### config.mk
export PLATFORM = sky130hd
export DESIGN_NAME = elephant_ise_v2_inv
export DESIGN_NICKNAME = d
export VERILOG_FILES = /design/src/rtl/elephant_ise_pkg.sv /design/src/rtl/elephant_swapmove.sv /design/src/rtl/elephant_ise_v2_inv.sv
export SDC_FILE = /design/constraint.sdc
export NUM_CORES = 1
export LEC_CHECK = 0
export CAP_MARGIN = 20
export CELL_PAD_IN_SITES_DETAIL_PLACEMENT = 0
export CELL_PAD_IN_SITES_GLOBAL_PLACEMENT = 1
export CORE_ASPECT_RATIO = 0.75
export CORE_MARGIN = 1.5
export CORE_UTILIZATION = 45
export CTS_CLUSTER_DIAMETER = 150
export CTS_CLUSTER_SIZE = 10
export DETAILED_ROUTE_END_ITERATION = 12
export GPL_TIMING_DRIVEN = 0
export PLACE_DENSITY = 0.93
export SETUP_SLACK_MARGIN = 0.02
export SLEW_MARGIN = 10
export SYNTH_ARGS = -nofsm -noshare
export SYNTH_HDL_FRONTEND = slang
export SYNTH_SLANG_ARGS = --single-unit
### constraint.sdc
create_clock -name g_clk -period 4.5 [get_ports g_clk]
set_clock_uncertainty 0.15 [all_clocks]
set_input_delay 1.125 -clock g_clk [delete_from_list [all_inputs] [get_ports g_clk]]
set_output_delay 1.125 -clock g_clk [all_outputs]
set_load 0.005 [all_outputs]
### src/rtl/elephant_ise_pkg.sv
// Shared constants for the Elephant ISE inverse unit: pstep1 swapmove stage table and FSM states.
// The stage table is stored in forward-pstep1 order; the inverse unit walks it from the top down.
package elephant_ise_pkg;

  typedef enum logic [1:0] {
    IDLE = 2'd0,
    EXEC = 2'd1,
    RESP = 2'd2
  } state_t;

  localparam int NUM_STAGES = 4;

  // Forward pstep1 applies index 0 first (shift 3) and index 3 last (shift 24).
  function automatic logic [4:0] swm_shift(input logic [1:0] idx);
    case (idx)
      2'd0:    swm_shift = 5'd3;
      2'd1:    swm_shift = 5'd6;
      2'd2:    swm_shift = 5'd12;
      default: swm_shift = 5'd24;
    endcase
  endfunction

  function automatic logic [31:0] swm_mask(input logic [1:0] idx);
    case (idx)
      2'd0:    swm_mask = 32'h0A0A_0A0A;
      2'd1:    swm_mask = 32'h00CC_00CC;
      2'd2:    swm_mask = 32'h0000_F0F0;
      default: swm_mask = 32'h0000_00FF;
    endcase
  endfunction

  // Inverse step k (0..3) uses forward table entry 3-k.
  function automatic logic [1:0] inv_stage(input logic [2:0] k);
    inv_stage = 2'd3 - k[1:0];
  endfunction

endpackage

### src/rtl/elephant_swapmove.sv
// Single combinational swapmove stage: t=(x^(x>>s))&m; y=x^t^(t<<s).
// Zero latency, no flow control; shift and mask are selected from the pstep1 stage table.
module elephant_swapmove
  import elephant_ise_pkg::*;
(
  input  logic [31:0] x,
  input  logic [1:0]  shift_sel,
  input  logic [1:0]  mask_sel,
  output logic [31:0] y
);

  logic [4:0]  s;
  logic [31:0] m;
  logic [31:0] t;

  assign s = swm_shift(shift_sel);
  assign m = swm_mask(mask_sel);
  assign t = (x ^ (x >> s)) & m;
  assign y = x ^ t ^ (t << s);

endmodule

### src/rtl/elephant_ise_v2_inv.sv
// Inverse Elephant ISE ops (byte extract, bit-down, pstep1inv); latency 1, or 4/SWM_PER_CYC for pstep1inv.
// Valid/ready on both sides: one op in flight, result held in rd until out_ready, in_ready only in IDLE.
module elephant_ise_v2_inv
  import elephant_ise_pkg::*;
#(
  parameter int SWM_PER_CYC = 1
) (
  input  logic        g_clk,
  input  logic        g_resetn,
  input  logic        flush,
  input  logic        in_valid,
  output logic        in_ready,
  input  logic        op_bsrlext,
  input  logic        op_bdown,
  input  logic        op_pstep1inv,
  input  logic [31:0] rs1,
  input  logic [31:0] rs2,
  input  logic [4:0]  imm,
  output logic        out_valid,
  input  logic        out_ready,
  output logic [31:0] rd
);

  state_t      state;
  logic [2:0]  ctr;
  logic [31:0] work;

  logic [2:0]  ops;
  logic        accept;
  logic        is_pstep;
  logic [4:0]  bd_sh;
  logic [31:0] quick_res;
  logic [2:0]  ctr_nxt;

  assign ops      = {op_bsrlext, op_bdown, op_pstep1inv};
  assign accept   = in_valid & in_ready & ~flush;
  assign is_pstep = (ops == 3'b001);
  // Shift amount wraps mod 32; bits pushed below bit 0 are simply lost.
  assign bd_sh    = imm - rs2[4:0];
  assign ctr_nxt  = ctr + 3'(SWM_PER_CYC);

  always_comb begin
    quick_res = 32'd0;
    case (ops)
      3'b100:  quick_res = (rs1 >> imm) & 32'h0000_00FF;
      3'b010:  quick_res = (rs1 >> bd_sh) & (32'd1 << rs2[4:0]);
      default: quick_res = 32'd0;
    endcase
  end

  // Stage chain: the accept cycle already does the first SWM_PER_CYC stages on rs1.
  logic [31:0] chain [0:SWM_PER_CYC];
  assign chain[0] = (state == IDLE) ? rs1 : work;

  for (genvar j = 0; j < SWM_PER_CYC; j++) begin : g_swm
    logic [1:0] sel;
    assign sel = inv_stage(ctr + 3'(j));
    elephant_swapmove u_swm (
      .x         (chain[j]),
      .shift_sel (sel),
      .mask_sel  (sel),
      .y         (chain[j+1])
    );
  end

  always_ff @(posedge g_clk or negedge g_resetn) begin
    if (!g_resetn) begin
      state     <= IDLE;
      in_ready  <= 1'b1;
      out_valid <= 1'b0;
      rd        <= 32'd0;
      ctr       <= 3'd0;
      work      <= 32'd0;
    end else if (flush) begin
      state     <= IDLE;
      in_ready  <= 1'b1;
      out_valid <= 1'b0;
      ctr       <= 3'd0;
    end else begin
      case (state)
        IDLE: begin
          if (accept) begin
            in_ready <= 1'b0;
            if (!is_pstep) begin
              rd        <= quick_res;
              out_valid <= 1'b1;
              state     <= RESP;
            end else if (ctr_nxt == 3'(NUM_STAGES)) begin
              rd        <= chain[SWM_PER_CYC];
              out_valid <= 1'b1;
              ctr       <= 3'd0;
              state     <= RESP;
            end else begin
              work  <= chain[SWM_PER_CYC];
              ctr   <= ctr_nxt;
              state <= EXEC;
            end
          end
        end
        EXEC: begin
          if (ctr_nxt == 3'(NUM_STAGES)) begin
            rd        <= chain[SWM_PER_CYC];
            out_valid <= 1'b1;
            ctr       <= 3'd0;
            state     <= RESP;
          end else begin
            work <= chain[SWM_PER_CYC];
            ctr  <= ctr_nxt;
          end
        end
        RESP: begin
          if (out_ready) begin
            out_valid <= 1'b0;
            in_ready  <= 1'b1;
            state     <= IDLE;
          end
        end
        default: begin
          state     <= IDLE;
          in_ready  <= 1'b1;
          out_valid <= 1'b0;
          ctr       <= 3'd0;
        end
      endcase
    end
  end

endmodule

Word-level counts from Yosys, hierarchy flattened

Cells that the tools add are included.

Multiplexer cells: 34
Reductions and logical operators: 9
Shift operators: 5
Add/sub/neg operators: 3
Bitwise gates (word level): 8
Equal/unequal tests: 16

Operators with widths:

| operator                                             | number |
|---|---|
| 2-to-1 mux 32 bit                                    | 7 |
| case mux 32 bit (2 select lines)                     | 3 |
| XOR 32 bit                                           | 3 |
| case mux 28 bit (3 select lines)                     | 1 |
| >> shifter 32 x 5 -> 32 bit                          | 2 |
| AND 32 x 28 -> 32 bit                                | 1 |
| AND 32 bit                                           | 1 |
| << shifter 1 x 5 -> 32 bit (first input constant)    | 1 |
| << shifter 32 x 5 -> 32 bit                          | 1 |
| >> shifter 32 x 5 -> 8 bit                           | 1 |
| case mux 5 bit (3 select lines)                      | 1 |
| 2-to-1 mux 2 bit                                     | 6 |
| 2-to-1 mux 3 bit                                     | 4 |
| inequality test 3 bit (second input constant)        | 4 |
| AND reduction 3 bit                                  | 4 |
| case mux 3 bit (3 select lines)                      | 1 |
| 2-to-1 mux 1 bit                                     | 8 |
| inequality test 2 bit (second input constant)        | 4 |
| equality test 3 bit (second input constant)          | 2 |
| case mux 1 bit (3 select lines)                      | 2 |
| case mux 2 bit (3 select lines)                      | 1 |
| subtractor 5 bit                                     | 1 |
| equality test 2 x 1 -> 1 bit (second input constant) | 2 |
| equality test 2 bit (second input constant)          | 2 |
| other kinds (10)                                     | 12 |

Output and inout bits: 34
Flip-flop bits (word level): 71
Word-level logic and storage cells: 81
Bits of input ports: 77

Longest topological paths before layout

Depth after elaboration: 12
Depth in mapped cells: 20
Mapped depth without buffers: 15

Modules after synthesis

Synthesis repeated with hierarchy kept, for this count alone.

Cells, all modules: 1404
Area total of the unflattened synthesis: 11305.8 um^2

Modules (own cells, without submodules):

| module              | area each (um^2) | instances | cells an instance | seq. area each (um^2) |
|---|---|---|---|---|
| elephant_ise_v2_inv | 6926.6           | 1         | 817               | 1778.0 |
| elephant_swapmove   | 4379.2           | 1         | 587               | 0.0 |

Worst setup path before layout

Ideal clock, no wire load.

Path kind: input -> register
From: input port imm[0]
To: register rd[2]
Required time: 4256 ps
Path buffers: 5
Slack: -870 ps
Stages on the path: 18
Arrival time: 5126 ps
Cell sequence: clkbuf_1 clkbuf_1 inv_2 ha_1 inv_1 fa_1 buf_1 inv_1 clkbuf_1 clkbuf_1 nor2_1 a21oi_1 mux2i_1 a21oi_1 nor2_1 a2111oi_0 nor3_1 a211oi_1

Word-level cells in the longest chain between the ends: 7

RTL lines:

| item                                 | RTL line                   | text |
|---|---|---|
| start, declared                      | elephant_ise_v2_inv.sv:18  | `input logic [4:0] imm,` |
| subtractor 5 bit                     | elephant_ise_v2_inv.sv:39  | `assign bd_sh = imm - rs2[4:0];` |
| >> shifter 32 x 5 -> 32 bit          | elephant_ise_v2_inv.sv:46  | `3'b010: quick_res = (rs1 >> bd_sh) & (32'd1 << rs2[4:0]);` |
| AND 32 bit                           | elephant_ise_v2_inv.sv:46  |  |
| case mux 32 bit (2 select lines) (*) | elephant_ise_v2_inv.sv:44  | `case (ops)` |
| 2-to-1 mux 32 bit (*)                | elephant_ise_v2_inv.sv:84  | `if (!is_pstep) begin` |
| 2-to-1 mux 32 bit (*)                | elephant_ise_v2_inv.sv:82  | `if (accept) begin` |
| case mux 32 bit (2 select lines) (*) | elephant_ise_v2_inv.sv:80  | `case (state)` |
| end signal, assigned                 | elephant_ise_v2_inv.sv:85  | `rd <= quick_res;` |
| end signal, assigned                 | elephant_ise_v2_inv.sv:89  | `rd <= chain[SWM_PER_CYC];` |
| end signal, assigned                 | elephant_ise_v2_inv.sv:102 | `rd <= chain[SWM_PER_CYC];` |
| end, declared                        | elephant_ise_v2_inv.sv:21  | `output logic [31:0] rd` |

Every way passes the cells marked *; elsewhere a longest branch is shown, timed or not. The select of a mux whose other input is x is not followed.
A chain may end at the register's enable or synchronous reset.

Worst setup path in the final report

From: input port rs1[16]
To: register rd[8]

Word-level cells in the longest chain between the ends: 10

RTL lines:

| item                                                      | RTL line                                              | text |
|---|---|---|
| start, declared                                           | elephant_ise_v2_inv.sv:16                             | `input logic [31:0] rs1,` |
| 2-to-1 mux 32 bit                                         | elephant_ise_v2_inv.sv:53                             | `assign chain[0] = (state == IDLE) ? rs1 : work;` |
| >> shifter 32 x 5 -> 32 bit                               | elephant_swapmove.sv:18                               | `assign t = (x ^ (x >> s)) & m;` |
| XOR 32 bit                                                | elephant_swapmove.sv:18                               |  |
| AND 32 x 28 -> 32 bit                                     | elephant_swapmove.sv:18                               |  |
| << shifter 32 x 5 -> 32 bit or XOR 32 bit (tied branches) | elephant_swapmove.sv:19                               | `assign y = x ^ t ^ (t << s);` |
| XOR 32 bit                                                | elephant_swapmove.sv:19                               |  |
| 2-to-1 mux 32 bit                                         | elephant_ise_v2_inv.sv:88, elephant_ise_v2_inv.sv:101 |  |
| 2-to-1 mux 32 bit                                         | elephant_ise_v2_inv.sv:84                             |  |
| 2-to-1 mux 32 bit                                         | elephant_ise_v2_inv.sv:82                             |  |
| case mux 32 bit (2 select lines) (*)                      | elephant_ise_v2_inv.sv:80                             |  |

Marked as above.

==> metrics.txt <==
post-layout minimum cycle time 4.55 ns; Initial Util 46.5%; Chip Width 186 µm; filler instances 2260; Initial DRC Count 2484; internal cell power 3.78 mW; drt first pass iters 9; Antenna Violating Nets Remaining 0; worst hold slack 0.371 ns; Post-synth ARST share 100%; CTS H-tree depth 3; Buf/Inv on CP 1; final estimated routing congestion in global placement 1.13; routed length per instance 34.4 µm; fin crit share 101%; critical path endpoint category flip-flop; CP most frequent cell a21oi_1; Synth Instances 1421; CTS buffer count 9; EDFF count, synth 0; Critical Path RT 4.57 ns; Buffers on Ports 78; CP Class in -> reg; row count 49; Clock power frac 9.1%; violated checks setup timing; Largest delay share family, worst path multiplexers; Clock Pin Slew Worst Setup and Hold Paths 0.06 ns; final cell count without fillers 1867; Die ar. 26100 µm²; synthesized area per cell 7.95 µm²; Leak Pwr 5.25 nW; power density over the cells 604 nW/µm²; gr ovfl total 0; CTS Sinks 71; max-slew violation count 0; core area 24300 µm²; Total GRT Usage 48.8%; Max IR drop VDD 0.313 mV; fraction of layout cells with a size suffix above 1 27.0%; Logic pwr share 75.4%; final wirelength 64200 µm; Net Sw Frac 56.1%; Fmax 220 MHz; Unique masters post-synth 92; Worst Path Max Fanout 8; Worst slew margin 17.7%; Final Hold Viols 0; HPWL after DPL 50200 µm; Worst path max stage delay 0.61 ns; highest-delay cell along the critical path mux4_2; initial antenna violation count 1; Switch Pwr 4.83 mW; fin nets 1617; Critical Path AT 4.61 ns; startpoint types input port; cells along the critical path clkdlybuf4s15_1 > mux2i_1 > mux4_2 > or2_1 > a21oi_1 > o2111ai_2 > and4bb_2 > nor2_1 > o2bb2ai_1 > mux2_2 > a21oi_1; Via Count 14214; clock latency on the worst-skew pair 0.36 ns; maxcap violations 0; Synth Register Bits 71; root buffer cell clkbuf_16; die height 140 µm; CTS tree built; Yosys warning total 0; most common cell after layout, fill and taps aside nand2_1; most frequent cells in the layout nand2_1, nor2_1, a21oi_1; Area growth syn-to-layout 26.1%; Clock Path Buffers 2; # setup viols final 8; Net Count, Synth 1510; vias per std cell 7.61; Reg power frac 15.6%; DRC 0; Worst Slack Setup Final -0.0451 ns; first-pass GRT wire length 90200 µm; RSZ-0062 raised after global routing true; post-synthesis sequential area ratio 15.7%; Main synth FF type dfrtp_1; Post-Syn Area 11300 µm²; R2R Setup Slk 0.02 ns; placed cell count 1832; number of global-route vias before repair 12799; hold crit path type reg -> reg; # IOs 111; largest net degree at the start of global routing 63; outcome finished, violations left; worst slew pin tran 1.23 ns
-- sequential cells by signal (all words and copies together) (netlist names) --
register / count
rd: 32
in_ready: 1
work: 32
out_valid: 1
state: 2
ctr: 3
-- synth_stat cells (6+ instances only) --
master / number / area [µm²]
mux2i_1: 92 / 921
a221oi_1: 6 / 52.6
nand2_1: 144 / 541
nor2b_1: 18 / 113
a31oi_1: 17 / 106
a211oi_1: 44 / 330
o32ai_1: 13 / 114
mux2_2: 28 / 315
inv_1: 21 / 78.8
o211ai_1: 20 / 150
a32oi_1: 10 / 87.6
a21oi_1: 93 / 465
a311oi_1: 6 / 52.6
xnor2_1: 43 / 377
nand3_1: 32 / 160
nand2b_1: 11 / 68.8
dfrtp_1: 70 / 1750
nor3_1: 34 / 170
o21a_1: 17 / 128
xor2_1: 23 / 201
clkbuf_1: 96 / 360
o221a_2: 9 / 101
o31ai_1: 18 / 135
ha_1: 11 / 138
nor2_1: 137 / 514
or3_1: 10 / 62.6
o21ai_1: 15 / 75.1
buf_1: 15 / 56.3
or2_2: 6 / 37.5
a22oi_1: 11 / 82.6
o21ai_0: 84 / 420
mux4_2: 67 / 1510
nor3b_1: 11 / 82.6
buf_2: 15 / 75.1
and3_1: 7 / 43.8
a21o_1: 7 / 52.6
o22ai_1: 28 / 175
nor4_1: 7 / 43.8
a2111oi_0: 7 / 61.3
-- cell type report --
class,instances,area (µm²),area share [%]
sequential,71,1780,12.5
timing repair buffer,103,1000,7.03
clock inverter,4,52.6,0.369
tap,331,414,2.91
clock buffer,12,256,1.80
antenna,3,7.51,0.0527
inverter,24,92.6,0.650
multi-input combinational,1195,9940,69.7
buffer,124,707,4.96
-- tightest hold or removal path, cell delays in order, from the launching register on --
cell	delay (ns)
dfrtp_1	0.34
nor2_1	0.05
nor2_1	0.09
-- kinds of logic after synthesis --
group,share of synthesized area [%]
flops,15.7
compound gates,28.9
mux,24.3
fa+ha+maj,1.40
simple gates,18.9
xor+xnor,5.12
buf+inv,5.63
-- repair_timing --
item,CTS,global route
hold buffers,0,0
buffers inserted,13,10
pin swaps,15,20
endpoints found under the setup margin,67,65
resized for setup,209,169
endpoints found under the hold margin,0,0
-- stage by stage --
step | TNS, ns | setup slack [ns] | util [%] | instance area [µm²] | total power [mW]
floorplan | 0 | 0.0722 | - | 11300 | 4.33
global placement | -84.65 | -1.61 | 51.5 | 12500 | 6.51
detailed placement | -67.91 | -1.68 | 51.6 | 12500 | 6.50
CTS | 0 | 0.0213 | 56.2 | 13600 | 7.76
global route | -0.0171 | -0.0170 | 58.7 | 14200 | 8.67
finish | -0.145 | -0.0451 | 58.7 | 14200 | 8.61
-- final timing paths --
check	start	end	depth (start not counted)
max	rs1[16]	rd[8]$_DFFE_PN0P_	11
min	work[0]$_DFFE_PN0P_	work[0]$_DFFE_PN0P_	2
max reg2reg	state[0]$_DFFE_PN0P_	rd[18]$_DFFE_PN0P_	18
min reg2reg	work[0]$_DFFE_PN0P_	work[0]$_DFFE_PN0P_	2
max in group asynchronous	g_resetn	ctr[0]$_DFFE_PN0P_	2
min in group asynchronous	g_resetn	ctr[2]$_DFFE_PN0P_	1
-- layer usage --
layer / wire length, µm / up-vias / GRT usage (%)
li1: - / 5666 / -
met1: 25000 / 6939 / 68.3
met2: 23700 / 1409 / 60.7
met3: 13100 / 198 / 30.4
met4: 2430 / 2 / 13.3
met5: 22 / - / 0.952
-- power groups by stage --
stage	logic [mW]	registers, mW	clock network [mW]
final	6.49	1.34	0.781
after global routing	6.57	1.31	0.794
after CTS	5.73	1.26	0.766
after detailed placement	5.24	1.26	0
after global placement	5.25	1.26	0
after floorplan	3.27	1.07	0
Power figures use the tool's default switching activity.
